### config.mk
export PLATFORM = sky130hd
export DESIGN_NAME = secure_reg_access_master
export DESIGN_NICKNAME = d
export VERILOG_FILES = /design/src/rtl/secure_reg_access_master.sv
export SDC_FILE = /design/constraint.sdc
export NUM_CORES = 1
export LEC_CHECK = 0
export ABC_AREA = 0
export CORE_UTILIZATION = 47
export DETAILED_ROUTE_END_ITERATION = 12
export PLACE_DENSITY = 0.86
export SYNTH_ARGS = -nofsm -noshare
export SYNTH_HDL_FRONTEND = slang
export SYNTH_SLANG_ARGS = --single-unit
### constraint.sdc
create_clock -name clk -period 5.64 [get_ports clk]
set_input_delay 0.564 -clock clk [delete_from_list [all_inputs] [get_ports clk]]
set_output_delay 0.564 -clock clk [all_outputs]
set_load 0.05 [all_outputs]
### src/rtl/secure_reg_access_master.sv
// Initiator for the secure register: one request at a time, only thread 0 reaches the register.
// Optional lockout after repeated violations is enabled by defining SECURE_REG_VIOLATION_LOCKOUT_EN.
module secure_reg_access_master #(
    parameter int DATA_WIDTH     = 32,
    parameter int VIOL_CNT_WIDTH = 8,
    parameter int LOCKOUT_THRESH = 4
) (
    input  logic                      clk,
    input  logic                      rst,
    input  logic                      req_valid,
    output logic                      req_ready,
    input  logic                      req_write,
    input  logic                      req_thread_id,
    input  logic [DATA_WIDTH-1:0]     req_data,
    output logic                      rsp_valid,
    input  logic                      rsp_ready,
    output logic [DATA_WIDTH-1:0]     rsp_data,
    output logic                      rsp_denied,
    output logic                      reg_access_en,
    output logic                      reg_wr_en,
    output logic                      reg_thread_id,
    output logic [DATA_WIDTH-1:0]     reg_data_in,
    input  logic [DATA_WIDTH-1:0]     reg_data_out,
    output logic [VIOL_CNT_WIDTH-1:0] viol_count,
    output logic                      locked
);

    typedef enum logic [1:0] {IDLE, ISSUE, WAIT, RESP} state_t;

    state_t                    state_q, state_d;
    logic                      wr_q, wr_d;
    logic [DATA_WIDTH-1:0]     data_q, data_d;
    logic [DATA_WIDTH-1:0]     rsp_data_q, rsp_data_d;
    logic                      rsp_denied_q, rsp_denied_d;
    logic [VIOL_CNT_WIDTH-1:0] viol_q, viol_d;
    logic                      lock_active;

`ifdef SECURE_REG_VIOLATION_LOCKOUT_EN
    logic locked_q, locked_d;

    always_comb begin
        locked_d = locked_q | (viol_q >= VIOL_CNT_WIDTH'(LOCKOUT_THRESH));
    end

    always_ff @(posedge clk) begin
        if (rst) locked_q <= 1'b0;
        else     locked_q <= locked_d;
    end

    assign lock_active = locked_q;
`else
    assign lock_active = 1'b0;
`endif

    always_comb begin
        state_d      = state_q;
        wr_d         = wr_q;
        data_d       = data_q;
        rsp_data_d   = rsp_data_q;
        rsp_denied_d = rsp_denied_q;
        viol_d       = viol_q;
        case (state_q)
            IDLE: begin
                if (req_valid) begin
                    rsp_data_d = '0;
                    if (req_thread_id || lock_active) begin
                        state_d      = RESP;
                        rsp_denied_d = 1'b1;
                        // Lockout denials are not fresh violations, so they leave the count alone.
                        if (!lock_active && (viol_q != '1)) viol_d = viol_q + 1'b1;
                    end else begin
                        state_d      = ISSUE;
                        rsp_denied_d = 1'b0;
                        wr_d         = req_write;
                        data_d       = req_write ? req_data : '0;
                    end
                end
            end
            ISSUE: state_d = wr_q ? RESP : WAIT;
            WAIT: begin
                rsp_data_d = reg_data_out;
                state_d    = RESP;
            end
            RESP: begin
                if (rsp_ready) begin
                    state_d      = IDLE;
                    rsp_data_d   = '0;
                    rsp_denied_d = 1'b0;
                end
            end
            default: state_d = IDLE;
        endcase
    end

    always_ff @(posedge clk) begin
        if (rst) begin
            state_q      <= IDLE;
            wr_q         <= 1'b0;
            data_q       <= '0;
            rsp_data_q   <= '0;
            rsp_denied_q <= 1'b0;
            viol_q       <= '0;
        end else begin
            state_q      <= state_d;
            wr_q         <= wr_d;
            data_q       <= data_d;
            rsp_data_q   <= rsp_data_d;
            rsp_denied_q <= rsp_denied_d;
            viol_q       <= viol_d;
        end
    end

    // Register pins are only live in ISSUE; thread id toward the register is hard-wired to 0.
    assign req_ready     = (state_q == IDLE) && !rst;
    assign rsp_valid     = (state_q == RESP);
    assign rsp_data      = rsp_data_q;
    assign rsp_denied    = rsp_denied_q;
    assign reg_access_en = (state_q == ISSUE);
    assign reg_wr_en     = (state_q == ISSUE) && wr_q;
    assign reg_thread_id = 1'b0;
    assign reg_data_in   = (state_q == ISSUE) ? data_q : '0;
    assign viol_count    = viol_q;
    assign locked        = lock_active;

endmodule

Yosys cells after proc, flatten, opt, wreduce, memory -nomap -nowiden:

Cells that the tools add are included.

* flip-flop bits (word level): 76
* input bits: 70
* output and inout bits: 79
* word-level logic and storage cells: 39

* add/subtract/negate cells: 1
* equality and inequality tests: 6
* mux-type cells: 14
* bitwise logic cells: 1
* reductions and logical operators: 11

Operators by type and width (number)
* $mux W32: 4
* $pmux W32 S3: 1
* $reduce_and A3 Y1: 3
* $add A8 B1 Y8 const B: 1
* $ne A8 B8 Y1 const B: 1
* $pmux W2 S4: 1
* $mux W2: 3
* $eq A2 B2 Y1 const B: 2
* $mux W1: 4
* $reduce_and A4 Y1: 1
* $reduce_bool A3 Y1: 1
* $eq A2 B1 Y1 const B: 1
* $logic_and A1 B1 Y1: 2
* $logic_not A2 Y1: 1
* $ne A2 B1 Y1 const B: 1
* $ne A2 B2 Y1 const B: 1
* $pmux W1 S2: 1
* $reduce_and A2 Y1: 1
* $reduce_bool A2 Y1: 1
* $logic_not A1 Y1: 1
* $not A1 Y1: 1

Longest topological paths before layout:

Gate-level depths: netlist (run 1).

* depth after elaboration: 3
* gate-level depth with buffers: 9
* depth with buffers taken out: 5

Worst setup path before layout (run 1):

Ideal clock, no wire load.

* path type: register to output
* from: register state_q[1]
* to: output port reg_data_in[10]
* arrival time: 1.675 ns
* data required time: 5.076 ns
* setup slack: 3.401 ns
* cell stages (with the launch flop): 5
* buffers on the path: 1
* path through: dfxtp_1 inv_1 ha_1 clkbuf_1 and2_1

* word-level cells in the longest chain between the ends: 2

RTL lines
* start, declared: line 30 `state_t state_q, state_d;`
* start signal, assigned: line 104 `state_q <= state_d;`
* $eq A2 B1 Y1
* via reg_access_en: line 19 `output logic reg_access_en,`
* $mux W32: line 121 `assign reg_data_in = (state_q == ISSUE) ? data_q : '0;`
* end, declared: line 22 `output logic [DATA_WIDTH-1:0] reg_data_in,`

The timed path passes the listed nets, and every way through them passes these cells.

Worst setup path in the final report (run 1):

* from: register state_q[1]
* to: output port reg_wr_en

* word-level cells in the longest chain between the ends: 2

RTL lines
* $eq A2 B1 Y1: line 119 `assign reg_wr_en = (state_q == ISSUE) && wr_q;`
* $logic_and A1 B1 Y1: line 119
* end, declared: line 20 `output logic reg_wr_en,`

Every way passes these cells.

==> results.md, run 1 <==
- Synth top area share: 41.2%
- Cells after Synth: 457
- Worst hold path depth: 2
- Utilization after layout: roughly 70%
- Final Hold Viols: 0
- Peak Freq: 309 MHz
- Setup CP Type: flip-flop to output pin
- Relative slew slack: between 10% and 20%
- Drt first pass iters: 4
- Final GP Congestion: 0.771
- Hold Crit Class: flip-flop to flip-flop
- Post-DR vias/cell: around 5.6
- Core area: 0.00741 mm2
- CTS Buffer Depth: 2
- Final Skew: slightly below 7 ps
- Largest area contributor in the netlist: dfxtp_1
- Clock buffer count from CTS: 9
- Yosys cell types: 34
- Port buffer count: around 150
- Max Slew Vio Count: 0
- R2R setup slack: roughly 3300 ps
- I/O pin total: 149
- DRC viols: 0
- TritonCTS clock tree: done
- ANT nets after route: 0
- Status: finished, final reports clean
- Yosys warning count: 0
- WP data required: 5080 ps
- CTS root buf: clkbuf_8
- HP Start: data_q[13]$_SDFFE_PP0P_
- Filler cells: 583
- Multi-input gate area: between 0.0015 and 0.002 mm2
- Max-Cap Viols: 0
- Crit path DAT: 2680 ps
- Area Overhead vs Synth: 40.6%
- PwrDens: 326 mW/mm2
- Final Cycle Share: 57.5%
- Pin count of the biggest net entering global routing: 82
- Final Critical Period: 3240 ps
- Post-CTS setup buffers: 0
- Max Fanout on Critical Path: 34
- Worst VDD drop: around 200 uV
- Avg Cell Area, Syn: 8.08 um2
- Sequential cell area fraction in the yosys report: 41.2%
- Post-route setup slack: 2400 ps
- Clock latency on the worst-skew pair: around 340 ps
- Hold-fix buffers, CTS: 0
- EDFF count, synth: 0
- FF-to-FF End: rsp_data[14]$_SDFFE_PP0P_
- Cts repair resizes: 0
- Global-route congestion overflow total: 0
- Cell area after synthesis: 0.00369 mm2
- Layout Nets: 641
- Count of final setup violators: 0
- Worst slew pin tran: 1240 ps
- Final WL: 10.0 mm
- Hold path endpoint: data_q[13]$_SDFFE_PP0P_
- Initial antenna violation count: 0
- Total clock sinks: 76
- FF+latch area: 0.00152 mm2
- CP Capture Type: output pin
- HPWL Detailed: 6.64 mm
- #FFs+latches synth: 76
- Reg2Reg Depth: 5
- Main synth FF type: dfxtp_1
- Synth async-reset ratio: 0%
- Startpoint Class: flip-flop
- Total GRT Usage: 24.4%
- Reg2Reg Launch Point: state_q[0]$_SDFFE_PP0P_
- Die X: between 90 and 100 um
- Lkg Pwr: about 0.0018 uW
- Total Die Area: 0.00822 mm2
- # diodes: 0
- Leading post-synthesis cells by cell area: dfxtp_1 (41%), a21oi_1 (9.8%), nand2_1 (6.9%), o31ai_1 (6.5%), or4_1 (6.5%)
- Share of layout cells above drive strength 1: about 3.2%
- Core Rows: 31
- Die height: between 90 and 100 um
- 1st-iter DRT viols: 137
- Reg clk slew, reported paths: around 70 ps
- Average wire per standard cell: 15.1 um
- Sum Neg Setup Slack: 0 ps
- RSZ-0062 raised after global routing: false
- Global-route wire length before repair: 16.4 mm
- Starting Density: 49.9%
- Number of global-route vias before repair: 3551
- Via count: 3731
- Dpl ws: ~2800 ps
- CTS H-tree depth: 3
[layer usage]
layer	GRT usage, %	wire length, um
met5	0	0
met4	14.0	410
met3	4.63	409
met2	41.6	4940
met1	28.4	4280
[synth_stat cells (2+ instances only)]
master    count
dfxtp_1      76
a21oi_1      72
nand2_1      68
nand3_1      35
and2_1       33
clkbuf_1     33
o31ai_1      32
or4_1        32
buf_2         9
ha_1          7
nor2b_1       6
nor2_1        5
a211oi_1      4
and3_1        4
buf_1         4
buf_6         4
nand2b_1      4
a311oi_1      3
a41oi_1       3
buf_4         3
mux2_1        3
and3b_1       2
inv_1         2
mux2i_1       2
nor2b_4       2
[sequential cells by signal, summed over array words and instances, names as in the netlist]
name / count
rsp_data: 32
state_q: 2
viol_count: 8
rsp_denied: 1
data_q: 32
wr_q: 1
[worst max-delay path: stages (launching register included)]
cell	delay, ps
dfxtp_1	350
inv_1	140
ha_1	760
and2_1	250
clkdlybuf4s50_1	830
[how the worst max path moves through the flow]
stage | from | to | slack, ps | cells after the start
floorplan | state_q[1]$_SDFFE_PP0P_ | reg_data_in[10] | 3400 | 4
global placement | state_q[1]$_SDFFE_PP0P_ | reg_wr_en | 2840 | 4
detailed placement | state_q[1]$_SDFFE_PP0P_ | reg_wr_en | 2760 | 4
CTS | state_q[1]$_SDFFE_PP0P_ | reg_wr_en | 2390 | 4
global route | state_q[1]$_SDFFE_PP0P_ | reg_wr_en | 2200 | 4
finish | state_q[1]$_SDFFE_PP0P_ | reg_wr_en | 2400 | 4
[layout by cell type (no fill, tap or decap)]
cell type          n
a211oi_1           4
a21oi_1           72
a311oi_1           3
a41oi_1            3
and2_1            33
and3_1             4
and3b_1            2
and4_1             1
buf_2              1
buf_4              2
clkbuf_1           3
clkbuf_8           9
clkdlybuf4s50_1  145
clkinv_2           3
conb_1             2
dfxtp_1           76
ha_1               6
ha_2               1
inv_1              2
mux2_1             3
mux2i_1            2
nand2_1           68
nand2b_1           4
nand3_1           35
nand3b_1           1
nand4_1            1
nor2_1             5
nor2b_1            6
nor2b_4            2
nor4_1             1
o2111ai_1          1
o21ai_0            1
o21ai_1            1
o31ai_1           32
o41ai_1            1
or4_1             32
[final cells by class]
type / count / share of cell area, %
flip-flops and latches: 76 / 29.3
well taps: 99 / 2.38
inverters: 2 / 0.145
clock inverters: 3 / 0.289
repair buffers: 148 / 28.3
clock buffers: 12 / 2.60
multi-input cells: 327 / 37.0
[power by group]
part           leakage [uW]  internal (uW)  switching [uW]
Sequential         0.000616            593            36.4
Combinational       0.00115            235             485
Clock             0.0000800            156             188
Total               0.00185            983             709
[cells by family after synthesis]
logic type,after synthesis,share of synthesized area (%)
mux,5,1.46
flops,76,41.2
buf+inv,55,7.01
simple gates,195,28.6
compound gates,118,19.2
fa+ha+maj,7,2.37
other cells,1,0.102
[metrics by stage]
stage,std cells,area (um2),hold WS (ps),power [uW]
2_1_floorplan,458,3700,427,1180
3_5_place_dp,652,5040,442,1360
3_3_place_gp,652,5040,433,1340
5_1_grt,667,5190,462,1790
4_1_cts,667,5190,453,1700
6_report,667,5190,451,1690
Note: power is estimated with default switching activity, not from simulation.
==> inputs of run 2 (changes only) <==
- CORE_UTILIZATION: 47 -> 43
- PLACE_DENSITY: 0.86 -> 0.8
- clock period: 5.64 -> 3.3 ns (I/O delays scaled with it)
==> results.md, run 2 (synthesis gave the netlist of run 1 again) <==
- Hold path endpoint: data_q[5]$_SDFFE_PP0P_
- # diodes: 0 (unchanged)
- R2R setup slack: 1120 ps (-2170 ps)
- Final GP Congestion: 0.806 (+4.5%)
- Net Sw Frac: 38.7% (-3.2 points)
- Total Die Area: 0.00896 mm2 (+9.1%)
- 1st-iter DRT viols: 150 (+9.5%)
- Drt first pass iters: 4 (unchanged)
- Reg clk slew, reported paths: 80 ps (about the same)
- Worst VDD drop: 371 uV (+83%)
- Final Skew: 9.04 ps (+2.26 ps)
- Max-Cap Viols: 0 (unchanged)
- Via count: 3687 (-1.2%)
- Filler cells: 724 (+24%)
- Reg2Reg Depth: 6 (+1)
- Worst hold path depth: 2 (unchanged)
- DRC viols: 0 (unchanged)
- Hold-fix buffers, CTS: 0 (unchanged)
- Total clock sinks: 76 (unchanged)
- Cell-internal power: 1950 uW (+99%)
- Most common cell after layout, fill and taps aside: clkdlybuf4s50_1
- Die X: 94.7 um (+4.4%)
- Layout Nets: 647 (+0.94%)
- Multi-input gate area: 0.00192 mm2 (-0.13%)
- Lkg Pwr: 0.00191 uW (+3.7%)
- Sum Neg Setup Slack: 0 ps (unchanged)
- Area Overhead vs Synth: 44.4%
- HP Start: data_q[5]$_SDFFE_PP0P_
- Average wire per standard cell: 14.6 um (-3.1%)
- Starting Density: 44.7% (-5.1 points)
- WP data required: 2970 ps (-2110 ps)
- Worst slew pin tran: 1150 ps (-88.2 ps)
- Number of global-route vias before repair: 3400 (-4.3%)
- CP max stage cell: clkdlybuf4s50_1
- Clock power frac: 26.6% (+6.3 points)
- Core area: 0.00826 mm2 (+11%)
- Final Hold Viols: 0 (unchanged)
- CTS root buf: clkbuf_8
- CP Capture Type: output pin
- Port buffer count: 146 (unchanged)
- CTS H-tree depth: 3 (unchanged)
- FF-to-FF End: rsp_data[0]$_SDFFE_PP0P_
- Sequential power share: 33.6% (-3.6 points)
- Combinational power share: 39.7% (-2.8 points)
- Clock buffer count from CTS: 9 (unchanged)
- Clock latency on the worst-skew pair: 330 ps (about the same)
- Max Fanout on Critical Path: 18 (-47%)
- Peak Freq: 346 MHz
- Relative slew slack: 23.0% (+5.9 points)
- Slowest stage delay, CP: 800 ps (-30 ps)
- HPWL Detailed: 6.50 mm (-2.2%)
- Share of layout cells above drive strength 1: 4.36% (+1.2 points)
- Most frequent cells in the layout: clkdlybuf4s50_1 (145), dfxtp_1 (76), a21oi_1 (72), nand2_1 (68), nand3_1 (35)
- ANT nets after route: 0 (unchanged)
- Critical Path, Cell by Cell: inv_1 -> ha_1 -> buf_4 -> and2_1 -> clkdlybuf4s50_1
- CTS Buffer Depth: 2 (unchanged)
- Dpl ws: 751 ps (-2010 ps)
- Startpoint Class: flip-flop
- I/O pin total: 149 (unchanged)
- TritonCTS clock tree: done
- PwrDens: 598 mW/mm2 (+83%)
- FF+latch area: 0.00152 mm2 (unchanged)
- Status: finished, final reports clean
- Initial antenna violation count: 0 (unchanged)
- Crit path DAT: 2560 ps (-120 ps)
- Reg2Reg Launch Point: state_q[1]$_SDFFE_PP0P_
- Max Slew Vio Count: 0 (unchanged)
- Final Cycle Share: about 88%
- RSZ-0062 raised after global routing: false
- Global-route wire length before repair: 15.8 mm (-3.2%)
- Cts repair resizes: 0 (unchanged)
- Post-DR vias/cell: 5.43 (-2.9%)
- Final Critical Period: 2890 ps
- Die height: 94.7 um (+4.4%)
- Final WL: 9.90 mm (-1.4%)
- Hold Crit Class: flip-flop to flip-flop
- Post-CTS setup buffers: 0 (unchanged)
- Utilization after layout: 64.6% (-5.5 points)
- Pin count of the biggest net entering global routing: 81 (-1.2%)
- Post-route setup slack: 408 ps (-1990 ps)
- Global-route congestion overflow total: 0 (unchanged)
- Setup CP Type: flip-flop to output pin
- NetSw: 1230 uW (+74%)
- Total GRT Usage: 22.2% (-2.1 points)
- Count of final setup violators: 0 (unchanged)
- Core Rows: 33 (+6.5%)
[run 2: worst max-delay path by stage]
stage | to | slack, ps | cells after the start | from
after global routing | reg_data_in[24] | 250 | 5 | state_q[1]$_SDFFE_PP0P_
final | reg_data_in[21] | 410 | 5 | state_q[1]$_SDFFE_PP0P_
after CTS | reg_data_in[24] | 390 | 5 | state_q[1]$_SDFFE_PP0P_
after global placement | reg_data_in[17] | 890 | 5 | state_q[1]$_SDFFE_PP0P_
after floorplan | reg_data_in[10] | 1300 | 4 | state_q[1]$_SDFFE_PP0P_
after detailed placement | reg_data_in[24] | 750 | 5 | state_q[1]$_SDFFE_PP0P_
[run 2: worst max-delay path: cells and delay by family (launching register included)]
| kind | cells | cell delay, ps |
|---|---|---|
| adders and majority gates | 1 | 490 |
| and+or+nand+nor | 1 | 160 |
| buffers and inverters | 3 | 1220 |
| DFF | 1 | 360 |
[run 2: stage by stage]
| stage | hold WS, ps | power, uW | instances | area [um2] |
|---|---|---|---|---|
| floorplan | 427 | 2010 | 458 | 3700 |
| global placement | 434 | 2320 | 664 | 5090 |
| detailed placement | 440 | 2350 | 664 | 5090 |
| CTS | 450 | 3200 | 679 | 5330 |
| global route | 465 | 3370 | 679 | 5330 |
| finish | 450 | 3190 | 679 | 5330 |
[run 2: cell type report]
cell class | count | area share (%)
multi-input cells | 327 | 35.9
flip-flops and latches | 76 | 28.5
repair buffers | 154 | 28.4
clock buffers | 11 | 2.65
well taps | 105 | 2.46
clock inverters | 4 | 1.83
inverters | 2 | 0.141
[run 2: routing by layer]
metal  share of wire (%)  vias up  wire length [um]  global-route usage, %
li1                    -     1843                 -                      -
met1                  43     1700              4250                   26.9
met2                  49      120              4810                   37.6
met3                 5.6       24               559                   4.51
met4                 2.9        0               286                   10.2
met5                   0        -                 0                      0
[run 2: power by group through the flow]
stage | sequential, uW | clock [uW] | combinational (uW)
floorplan | 1290 | 0 | 728
global placement | 1090 | 0 | 1230
detailed placement | 1090 | 0 | 1260
CTS | 1070 | 862 | 1270
global route | 1080 | 909 | 1380
finish | 1070 | 848 | 1270
==> inputs of run 3 (changes only) <==
- GPL_TIMING_DRIVEN: unset -> 1
==> results of run 3 <==
Same layout as run 2: the final DEF is identical, and so are final timing and power.
